### src/rtl/axis2axi4_wr.sv
// Stream-to-memory write engine: turns a (base, length) command plus an AXI4-Stream
// into AXI4 INCR write bursts, one burst outstanding at a time, never crossing 4 KB.
//
// state  | meaning
// IDLE   | waiting for start
// ADDR   | AW request for the next burst (AWVALID registered)
// DATA   | moving beats stream -> W, or padding after an early TLAST
// RESP   | waiting for the burst's B response
// DONE   | one-cycle completion, back to IDLE
module axis2axi4_wr #(
    parameter int ID_W      = 1,
    parameter int ADDR_W    = 32,
    parameter int DATA_W    = 64,
    parameter int MAX_BURST = 16,
    parameter int LEN_W     = 24
) (
    input  logic                  ACLK,
    input  logic                  ARESETn,
    input  logic                  start,
    input  logic [ADDR_W-1:0]     base_addr,
    input  logic [LEN_W-1:0]      len_beats,
    output logic                  busy,
    output logic                  done,
    output logic [1:0]            status,
    output logic [LEN_W-1:0]      beats_done,
    input  logic                  TVALID,
    output logic                  TREADY,
    input  logic [DATA_W-1:0]     TDATA,
    input  logic [DATA_W/8-1:0]   TKEEP,
    input  logic                  TLAST,
    output logic [ID_W-1:0]       AWID,
    output logic                  AWVALID,
    input  logic                  AWREADY,
    output logic [ADDR_W-1:0]     AWADDR,
    output logic [7:0]            AWLEN,
    output logic [2:0]            AWSIZE,
    output logic [1:0]            AWBURST,
    output logic                  AWLOCK,
    output logic [3:0]            AWCACHE,
    output logic [2:0]            AWPROT,
    output logic [3:0]            AWQOS,
    output logic [3:0]            AWREGION,
    output logic                  WVALID,
    input  logic                  WREADY,
    output logic [DATA_W-1:0]     WDATA,
    output logic [DATA_W/8-1:0]   WSTRB,
    output logic                  WLAST,
    input  logic [ID_W-1:0]       BID,
    input  logic                  BVALID,
    output logic                  BREADY,
    input  logic [1:0]            BRESP
);

    localparam int BYTES = DATA_W / 8;
    localparam int SZ    = $clog2(BYTES);

    typedef enum logic [2:0] {S_IDLE, S_ADDR, S_DATA, S_RESP, S_DONE} state_t;

    state_t            state, state_nxt;
    logic [ADDR_W-1:0] addr;
    logic [LEN_W-1:0]  remaining;
    logic [8:0]        burst_cnt;
    logic              pad;
    logic              aw_valid;
    logic [12:0]       to4k;
    logic [LEN_W-1:0]  rem_lim;
    logic [LEN_W-1:0]  beats;
    logic              aw_hs;
    logic              w_hs;
    logic              b_hs;
    logic              unused_bid;

    assign unused_bid = ^BID;

    // Burst size: limited by what is left, the max burst, and the next 4 KB boundary.
    assign to4k    = (13'd4096 - {1'b0, addr[11:0]}) >> SZ;
    assign rem_lim = (remaining > LEN_W'(MAX_BURST)) ? LEN_W'(MAX_BURST) : remaining;
    assign beats   = (rem_lim > LEN_W'(to4k)) ? LEN_W'(to4k) : rem_lim;

    assign aw_hs = aw_valid && AWREADY;
    assign w_hs  = (state == S_DATA) && WVALID && WREADY;
    assign b_hs  = (state == S_RESP) && BVALID;

    assign AWID     = '0;
    assign AWVALID  = aw_valid;
    assign AWADDR   = addr;
    assign AWLEN    = 8'(beats - LEN_W'(1));
    assign AWSIZE   = 3'(SZ);
    assign AWBURST  = 2'b01;
    assign AWLOCK   = 1'b0;
    assign AWCACHE  = 4'b0011;
    assign AWPROT   = 3'b000;
    assign AWQOS    = 4'b0000;
    assign AWREGION = 4'b0000;

    always_ff @(posedge ACLK or negedge ARESETn) begin
        if (!ARESETn) begin
            state <= S_IDLE;
        end else begin
            state <= state_nxt;
        end
    end

    always_comb begin
        state_nxt = state;
        case (state)
            S_IDLE: if (start) state_nxt = (len_beats == '0) ? S_DONE : S_ADDR;
            S_ADDR: if (aw_hs) state_nxt = S_DATA;
            S_DATA: if (w_hs && WLAST) state_nxt = S_RESP;
            S_RESP: if (b_hs) state_nxt = (remaining != '0) ? S_ADDR : S_DONE;
            S_DONE: state_nxt = S_IDLE;
            default: state_nxt = S_IDLE;
        endcase
    end

    always_comb begin
        TREADY = 1'b0;
        WVALID = 1'b0;
        WDATA  = '0;
        WSTRB  = '0;
        BREADY = 1'b0;
        WLAST  = (state == S_DATA) && (burst_cnt == 9'd1);
        case (state)
            S_DATA: begin
                if (pad) begin
                    WVALID = 1'b1;
                end else begin
                    WVALID = TVALID;
                    TREADY = WREADY;
                    WDATA  = TDATA;
                    WSTRB  = TKEEP;
                end
            end
            S_RESP: BREADY = 1'b1;
            default: ;
        endcase
    end

    always_ff @(posedge ACLK or negedge ARESETn) begin
        if (!ARESETn) begin
            aw_valid   <= 1'b0;
            busy       <= 1'b0;
            done       <= 1'b0;
            status     <= 2'b00;
            beats_done <= '0;
            addr       <= '0;
            remaining  <= '0;
            burst_cnt  <= '0;
            pad        <= 1'b0;
        end else begin
            aw_valid <= (state == S_ADDR) && !aw_hs;
            done     <= (state == S_DONE);
            if (state == S_IDLE && start) begin
                busy       <= 1'b1;
                addr       <= base_addr & ~ADDR_W'(BYTES - 1);
                remaining  <= len_beats;
                status     <= 2'b00;
                beats_done <= '0;
                pad        <= 1'b0;
            end else if (state == S_DONE) begin
                busy <= 1'b0;
            end
            if (aw_hs) begin
                addr      <= addr + (ADDR_W'(beats) << SZ);
                burst_cnt <= 9'(beats);
            end
            if (w_hs) begin
                burst_cnt <= burst_cnt - 9'd1;
                remaining <= remaining - LEN_W'(1);
                if (!pad) begin
                    beats_done <= beats_done + LEN_W'(1);
                    // Early TLAST pads out the rest of the command; late TLAST is only flagged.
                    if (TLAST && remaining != LEN_W'(1)) begin
                        status[1] <= 1'b1;
                        pad       <= 1'b1;
                    end
                    if (!TLAST && remaining == LEN_W'(1)) begin
                        status[1] <= 1'b1;
                    end
                end
            end
            if (b_hs && BRESP != 2'b00) begin
                status[0] <= 1'b1;
            end
        end
    end

endmodule

### config.mk
export PLATFORM = sky130hd
export DESIGN_NAME = axis2axi4_wr
export DESIGN_NICKNAME = d
export VERILOG_FILES = /design/src/rtl/axis2axi4_wr.sv
export SDC_FILE = /design/constraint.sdc
export NUM_CORES = 1
export LEC_CHECK = 0
export ABC_AREA = 1
export CAP_MARGIN = 20
export CORE_ASPECT_RATIO = 1.4
export CORE_MARGIN = 4
export CORE_UTILIZATION = 39
export DETAILED_ROUTE_END_ITERATION = 12
export GPL_TIMING_DRIVEN = 0
export PLACE_DENSITY = 0.74
export SYNTH_ARGS = -nofsm -noshare
export SYNTH_HDL_FRONTEND = slang
export SYNTH_SLANG_ARGS = --single-unit
### constraint.sdc
create_clock -name ACLK -period 12.6 [get_ports ACLK]
set_input_delay 3.15 -clock ACLK [delete_from_list [all_inputs] [get_ports ACLK]]
set_output_delay 3.15 -clock ACLK [all_outputs]
set_load 0.005 [all_outputs]
==> flow_summary.json, run 1 <==
{
  "cts_made_buffers": 9,
  "cts_setup_buffers": 0,
  "cp.arrival_ns": 4.42,
  "htree_levels": 3,
  "synth_seq_cells": 95,
  "grt_pass1_wl_mm": 49.1,
  "cts_resized": 0,
  "synth_area_mm2": 0.00860,
  "worstSetupEndpointType": "output port",
  "grt_max_degree": 67,
  "num_io_pins": 306,
  "antenna_found_initial": 1,
  "period_share": 0.601,
  "ir_worst_vdd_uv": 103,
  "final_nets": 1839,
  "skew_ns": 0.00985,
  "path_class": "primary input to output port",
  "clock.fmax_ghz": 0.132,
  "clkSinkCount": 95,
  "syn_to_final_growth_pct": 42.1,
  "fp.dieH_um": 184,
  "synthMuxAreaShare": 0.00247,
  "worstHoldPathType": "flip-flop to flip-flop",
  "syn_inst": 1326,
  "worst_slew_pin_slew_ns": 0.731,
  "synth_adder_area_share": 0.0649,
  "place_hpwl_mm": 25.7,
  "die_w_um": 134,
  "clk_pin_slew_worst_paths_ns": 0.07,
  "crit_fanout": 1,
  "row_count": 64,
  "setup_viol": 0,
  "required_ns": 9.45,
  "die_area_mm2": 0.0245,
  "syn_avg_cell_area_um2": 6.49,
  "vias": 9988,
  "final_common_cell": "nand2_1",
  "clk_latency_ns": 0.35,
  "coreArea_mm2": 0.0218,
  "synth_xor_area_frac": 0.0356,
  "root_buffer": "clkbuf_16",
  "ys_types": 56,
  "ys.flop_type": "dfrtp_1",
  "period_needed_ns": 7.57,
  "dr.first_iter.drc_count": 664,
  "start_kind": "primary input",
  "grt_pass1_vias": 9589,
  "slew_headroom": 0.512,
  "fill_cells": 2125,
  "drive_above_1_share": 0.0614,
  "firstDrtPassIters": 5,
  "synth_top_family_by_area": "simple AND/OR/NAND/NOR gates",
  "leakagePower_nw": 5.71,
  "overflow": 0,
  "synth_compound_gate_area_share": 0.140,
  "ctsHoldBuffers": 0,
  "start_util": 0.395,
  "cap_violations": 0,
  "drv_slew": 0,
  "async_flop_share": 1.00,
  "power.density_mw_per_mm2": 203,
  "cts_buffer_depth": 2,
  "viasPerCell": 5.10,
  "setup_ws_ns": 5.03,
  "portBuffers": 276,
  "grt_usage": 0.249,
  "totalWireLength_mm": 31.6,
  "pre_cts_ws_ns": 5.04,
  "diodes": 0,
  "cts_tree": "built",
  "setup_tns_ns": 0,
  "rsz0062_at_grt": "no",
  "post-route-drc-count": 0,
  "wl_per_cell_um": 16.2,
  "most-common-layout-cells": "nand2_1, clkdlybuf4s50_1, nor2_1",
  "synth_edf_count": 0,
  "status": "complete, no violations",
  "hold_viol": 0,
  "synth_seq_area_share": 0.276,
  "routabilityCongestion": 0.988,
  "yosys.area_share.simple": 0.369,
  "yosys_warnings": 0,
  "ant_nets": 0
}
-- report_power, final --
part	internal [mW]	leakage [nW]	switching, mW
logic	0.686	4.36	0.961
clock network	0.161	0.153	0.132
registers	0.417	1.20	0.123
-- registers in the layout (all words and copies together) (netlist names) --
register and flops:
AWVALID 1, burst_cnt 9, busy 1, AWADDR 29
pad 1, beats_done 24, remaining 24, state 3
status 2, done 1
-- layout make-up --
class,instances,area [µm²],area share
clock inverter,6,66.3,0.00542
sequential,95,2380,0.194
clock buffer,10,239,0.0195
timing repair buffer,277,2790,0.228
buffer,68,367,0.0300
inverter,156,586,0.0479
tap,297,372,0.0304
multi-input combinational,1049,5430,0.444
-- cell usage after synthesis (4+ instances only) --
library cell / instances / share of area
nand2_1: 341 / 0.15
nor2_1: 187 / 0.082
inv_1: 147 / 0.064
dfrtp_1: 95 / 0.28
nand3_1: 85 / 0.049
o21ai_0: 73 / 0.042
a21oi_1: 59 / 0.034
ha_1: 43 / 0.063
clkbuf_1: 31 / 0.014
nand4_1: 28 / 0.020
nor3_1: 28 / 0.016
xor2_1: 27 / 0.027
buf_4: 25 / 0.022
o221ai_1: 14 / 0.014
o211ai_1: 13 / 0.011
nand2_4: 9 / 0.012
o22ai_1: 9 / 0.0065
buf_2: 8 / 0.0047
inv_2: 8 / 0.0035
nor2_4: 8 / 0.010
xnor2_1: 8 / 0.0081
nand2_2: 7 / 0.0051
nand3b_1: 7 / 0.0061
o21bai_1: 7 / 0.0061
nor4_1: 5 / 0.0036
o21ai_1: 5 / 0.0029
nand3_2: 4 / 0.0047
nor2_2: 4 / 0.0029
-- worst max-delay path, stage by stage --
cell and delay [ns]:
clkdlybuf4s50_1 0.48, nand2_1 0.06, nor2_1 0.12, clkdlybuf4s50_1 0.60
-- per-layer routing --
metal / global-route usage / wire length (µm) / vias to the layer above
li1: - / - / 4942
met1: 0.292 / 12600 / 4611
met2: 0.455 / 16100 / 355
met4: 0.102 / 1190 / 2
met3: 0.0353 / 1730 / 78
met5: 0 / 20 / -
-- cells by family after synthesis --
kind of cell             Yosys count
buffers and inverters            224
adder cells (fa/ha/maj)           44
other                              2
AO/OA/AOI/OAI                    202
AND/OR/NAND/NOR                  722
multiplexers                       2
flip-flops                        95
XOR/XNOR                          35
-- path summary, 6_finish.rpt --
check	start	end	slack, ns	cells after the start
worst max-delay path	TDATA[62]	WDATA[62]	5.03	4
worst min-delay path	status[0]	status[0]	0.49	2
worst max register to register	AWADDR[3]	AWADDR[23]	7.53	31
worst min register to register	status[0]	status[0]	0.49	2
max in group asynchronous	ARESETn	burst_cnt[0]	9.15	2
min in group asynchronous	ARESETn	AWADDR[31]	2.74	1
-- through the flow --
stage	hold WS, ns	utilization	instances	cell area (µm²)	power (mW)
finish	0.494	0.561	1958	12200	2.48
global route	0.539	0.561	1958	12200	2.70
CTS	0.499	0.561	1958	12200	2.46
detailed placement	0.482	0.547	1942	11900	2.16
global placement	0.465	0.546	1941	11900	2.14
floorplan	0.438	-	1368	8760	1.52
Note: power is estimated with default switching activity, not from simulation.
==> run 2: changes to the inputs <==
PLACE_DENSITY = 0.77   (was 0.74)
clock period = 6.6 ns   (was 12.6 ns; I/O delays follow)
==> flow_summary.json, run 2 (same netlist as run 1, synthesis figures left out) <==
{
  "period_needed_ns": 6.12,
  "p_int_mw": 2.41,
  "path_cells": "inv_1, nand3_1, nor2_1, nand3_1, nor2_1, xor2_1, inv_1, ha_1, nand2_1, nor2_1, nor2_1, nand2_1, nand2_1, nand2_4, nand2_4, buf_6, nand2_1, o21ai_4, inv_2, ha_1, inv_1, nor2_1, xor2_1, clkdlybuf4s50_1",
  "power_frac_comb": 0.664,
  "grt_pass1_wl_mm": 49.8,
  "clkPwrFrac": 0.120,
  "cts_made_buffers": 9,
  "cts_setup_buffers": 0,
  "path_delay_family": "simple AND/OR/NAND/NOR gates",
  "ant_nets": 0,
  "ctsHoldBuffers": 0,
  "die_area_mm2": 0.0245,
  "sw_frac_of_total": 0.495,
  "placed_area_mm2": 0.0119,
  "cap_violations": 0,
  "ir_worst_vdd_uv": 225,
  "path_buf_inv": 6,
  "portBuffers": 276,
  "crit_fanout": 10,
  "place_hpwl_mm": 26.1,
  "worst_slew_pin_slew_ns": 0.831,
  "p_sw_mw": 2.36,
  "clkSinkCount": 95,
  "cts_buffer_depth": 2,
  "cp_slowest_stage_delay_ns": 0.52,
  "diodes": 0,
  "drive_above_1_share": 0.0614,
  "clk_latency_ns": 0.36,
  "grt_max_degree": 58,
  "totalWireLength_mm": 32.3,
  "leakagePower_nw": 5.71,
  "grt_pass1_vias": 9778,
  "start_util": 0.395,
  "reg2reg_slack_ns": 1.46,
  "rr_worst_depth": 31,
  "seqPwrFrac": 0.216,
  "firstDrtPassIters": 5,
  "r2r_end": "AWADDR[23]",
  "skew_ns": 0.00989,
  "power.density_mw_per_mm2": 390,
  "vias": 9975,
  "overflow": 0,
  "whs_endpoint": "status[0]",
  "htree_levels": 3,
  "period_share": 0.928,
  "slowest_stage": "clkdlybuf4s50_1",
  "finalNonFillerCells": 1958,
  "coreArea_mm2": 0.0218,
  "root_buffer": "clkbuf_16",
  "slew_headroom": 0.446,
  "hold_viol": 0,
  "largest_reg_flops": 29,
  "final_common_cell": "nand2_1",
  "rsz0062_at_grt": "no",
  "start_kind": "flip-flop",
  "status": "complete, no violations",
  "cts_resized": 0,
  "final_cell_area_mm2": 0.0122,
  "num_io_pins": 306,
  "min_from": "status[0]",
  "die_w_um": 134,
  "worstHoldPathType": "flip-flop to flip-flop",
  "row_count": 64,
  "dr.first_iter.drc_count": 598,
  "cp.arrival_ns": 4.47,
  "min_path_cells": 2,
  "setup_viol": 0,
  "grt_usage": 0.253,
  "path_class": "flip-flop to output port",
  "final_nets": 1839,
  "drv_slew": 0,
  "cpMostUsedCell": "nor2_1",
  "syn_to_final_growth_pct": 42.1,
  "viasPerCell": 5.09,
  "p_total_mw": 4.77,
  "reg2reg_from": "AWADDR[3]",
  "placedCellCount": 1942,
  "post-route-drc-count": 0,
  "most-common-layout-cells": "nand2_1, clkdlybuf4s50_1, nor2_1",
  "clk_pin_slew_worst_paths_ns": 0.07,
  "routabilityCongestion": 1.01,
  "worstSetupEndpointType": "output port",
  "setup_tns_ns": 0,
  "cts_tree": "built",
  "fp.dieH_um": 184,
  "wl_per_cell_um": 16.5,
  "required_ns": 4.95,
  "antenna_found_initial": 1,
  "clock.fmax_ghz": 0.163
}
run 2: cell types whose count changed in the layout (fill, tap and decap cells not counted), sizes merged:
cell / change
clkbuf: -1
clkinv: -2
inv: +2
clkinvlp: +1
run 2: layer usage:
layer	part of all wire	up-vias	GRT usage	wire length, µm
li1	-	4925	-	-
met1	0.39	4529	0.297	12600
met2	0.50	424	0.451	16000
met3	0.066	95	0.0419	2120
met4	0.046	2	0.116	1500
met5	0.00056	-	0	18
run 2: how the worst max path moves through the flow:
stage	startpoint	to	slack [ns]	cells past startpoint
after floorplan	remaining[0]	AWLEN[4]	1.91	25
after global routing	AWADDR[3]	AWLEN[4]	0.18	24
after detailed placement	AWADDR[3]	AWLEN[4]	0.91	24
final	AWADDR[3]	AWLEN[4]	0.48	24
after global placement	ARESETn	remaining[0]	0.08	1
after CTS	AWADDR[3]	AWLEN[4]	0.52	24
run 2: layout make-up:
type,count,area (µm²)
Clock inverter,7,88.8
Inverter,156,586
Timing Repair Buffer,277,2780
Buffer,68,367
Fill cell,2128,9550
Sequential cell,95,2380
Multi-Input combinational cell,1049,5430
Clock buffer,9,225
Tap cell,297,372
run 2: power groups by stage:
| stage | clock [mW] | combinational [mW] | sequential [mW] |
|---|---|---|---|
| 4_1_cts | 0.583 | 3.12 | 1.03 |
| 3_3_place_gp | 0 | 3.06 | 1.03 |
| 6_report | 0.574 | 3.17 | 1.03 |
| 5_1_grt | 0.603 | 3.52 | 1.06 |
| 3_5_place_dp | 0 | 3.10 | 1.04 |
| 2_1_floorplan | 0 | 1.92 | 0.979 |
run 2: stage by stage:
stage	hold slack (ns)	util	setup slack [ns]
after floorplan	0.438	-	1.91
after global placement	0.466	0.546	0.0823
after detailed placement	0.481	0.547	0.914
after CTS	0.499	0.561	0.515
after global routing	0.517	0.561	0.185
final	0.498	0.561	0.476
run 2: tightest hold or removal path, stage by stage, from the launching register on:
cell and delay (ns):
dfrtp_1 0.36, nand2_1 0.05, o21ai_0 0.06
==> run 3: changes to the inputs <==
CORE_UTILIZATION = 42   (was 39)
PLACE_DENSITY = 0.82   (was 0.77)
==> flow_summary.json, run 3 (same netlist as run 1, synthesis figures left out) <==
{
  "sw_frac_of_total": 0.499,
  "period_share": 0.912,
  "firstDrtPassIters": 5,
  "clkPwrFrac": 0.115,
  "grt_pass1_vias": 9722,
  "cpMostUsedCell": "nor2_1",
  "r2r_end": "AWADDR[23]",
  "grt_usage": 0.272,
  "start_kind": "flip-flop",
  "cts_setup_buffers": 0,
  "finalNonFillerCells": 1913,
  "ir_worst_vdd_uv": 240,
  "p_int_mw": 2.37,
  "fill_cells": 1899,
  "path_buf_inv": 6,
  "min_path_cells": 1,
  "clk_pin_slew_worst_paths_ns": 0.08,
  "totalWireLength_mm": 32.5,
  "htree_levels": 3,
  "crit_path_start": "AWADDR[3]",
  "setup_ws_ns": 0.583,
  "status": "complete, no violations",
  "cp_slowest_stage_delay_ns": 0.52,
  "slew_headroom": 0.471,
  "period_needed_ns": 6.02,
  "power.density_mw_per_mm2": 390,
  "pre_cts_ws_ns": 0.992,
  "cts_tree": "built",
  "fp.dieH_um": 177,
  "worst_slew_pin_slew_ns": 0.793,
  "vias": 10110,
  "die_area_mm2": 0.0229,
  "clkSinkCount": 95,
  "crit_fanout": 10,
  "path_cells": "inv_1, nand3_1, nor2_1, nand3_1, nor2_1, xor2_1, inv_1, ha_1, nand2_1, nor2_1, nor2_1, nand2_1, nand2_1, nand2_4, nand2_4, buf_6, nand2_1, o21ai_4, inv_2, ha_1, inv_1, nor2_1, xor2_1, clkdlybuf4s50_1",
  "worstHoldPathType": "flip-flop to flip-flop",
  "required_ns": 4.95,
  "num_io_pins": 306,
  "p_sw_mw": 2.36,
  "syn_to_final_growth_pct": 41.3,
  "clock.fmax_ghz": 0.166,
  "grt_pass1_wl_mm": 49.3,
  "cts_made_buffers": 9,
  "setup_viol": 0,
  "rsz0062_at_grt": "no",
  "crit_path_end": "AWLEN[4]",
  "largest_reg_flops": 29,
  "grt_max_degree": 71,
  "reg2reg_from": "AWADDR[3]",
  "wl_per_cell_um": 17.0,
  "clk_latency_ns": 0.36,
  "most-common-layout-cells": "nand2_1, clkdlybuf4s50_1, nor2_1",
  "place_hpwl_mm": 26.2,
  "ant_nets": 0,
  "routabilityCongestion": 0.979,
  "leakagePower_nw": 5.71,
  "setup_tns_ns": 0,
  "rr_worst_depth": 31,
  "dr.first_iter.drc_count": 781,
  "antenna_found_initial": 0,
  "cp.depth": 24,
  "final_common_cell": "nand2_1",
  "reg2reg_slack_ns": 1.57,
  "ctsHoldBuffers": 0,
  "drv_slew": 0,
  "seq_area_mm2": 0.00238,
  "diodes": 0,
  "root_buffer": "clkbuf_16",
  "final_nets": 1839,
  "path_delay_family": "simple AND/OR/NAND/NOR gates",
  "seqPwrFrac": 0.218,
  "cp.arrival_ns": 4.37,
  "coreArea_mm2": 0.0200,
  "skew_ns": 0.00827,
  "portBuffers": 276,
  "post-route-drc-count": 0,
  "multi_input_area_mm2": 0.00543,
  "power_frac_comb": 0.668,
  "start_util": 0.430,
  "slowest_stage": "clkdlybuf4s50_1",
  "cts_buffer_depth": 2,
  "row_count": 61,
  "hold_viol": 0,
  "overflow": 0,
  "drive_above_1_share": 0.0614,
  "cap_violations": 0,
  "cts_resized": 0,
  "path_class": "flip-flop to output port",
  "placedCellCount": 1897,
  "viasPerCell": 5.28,
  "die_w_um": 129,
  "worstSetupEndpointType": "output port"
}
run 3: cell types whose count changed in the layout (fill, tap and decap cells not counted):
cell	before	now
clkinv_4	1	2
bufinv_16	1	0
clkinvlp_4	1	0
buf_16	0	1
buf_12	1	0
inv_6	1	2
run 3: cell type report:
cell class | instances | share of cell area
plain buffers | 68 | 0.0302
clock buffers | 9 | 0.0185
clock inverters | 7 | 0.00566
inverters | 156 | 0.0482
multi-input cells | 1049 | 0.447
flip-flops and latches | 95 | 0.196
well taps | 252 | 0.0259
repair buffers | 277 | 0.229
run 3: power by group through the flow:
stage / Sequential, mW / Clock [mW] / Combinational (mW)
floorplan: 0.979 / 0 / 1.92
global placement: 1.03 / 0 / 3.05
detailed placement: 1.03 / 0 / 3.09
CTS: 1.02 / 0.549 / 3.11
global route: 1.06 / 0.572 / 3.51
finish: 1.03 / 0.543 / 3.16
run 3: worst min path at each step:
stage	from	to	slack, ns
3_3_place_gp	state[0]	done	0.47
4_1_cts	state[0]	done	0.51
3_5_place_dp	state[0]	done	0.49
5_1_grt	status[0]	status[0]	0.52
2_1_floorplan	state[0]	done	0.44
6_report	state[0]	done	0.51
run 3: through the flow:
stage          hold WS (ns)  power, mW  utilization  cell area [µm²]
2_1_floorplan         0.438       2.90            -             8760
3_3_place_gp          0.468       4.07        0.592            11800
3_5_place_dp          0.486       4.13        0.593            11900
4_1_cts               0.507       4.68        0.608            12200
5_1_grt               0.522       5.14        0.608            12200
6_report              0.507       4.74        0.608            12200
run 3: routing by layer:
layer | up-vias | GRT usage | share of wire
met5 | - | 0 | 0
met4 | 0 | 0.134 | 0.049
li1 | 4935 | - | -
met1 | 4629 | 0.331 | 0.39
met2 | 440 | 0.473 | 0.49
met3 | 106 | 0.0301 | 0.065
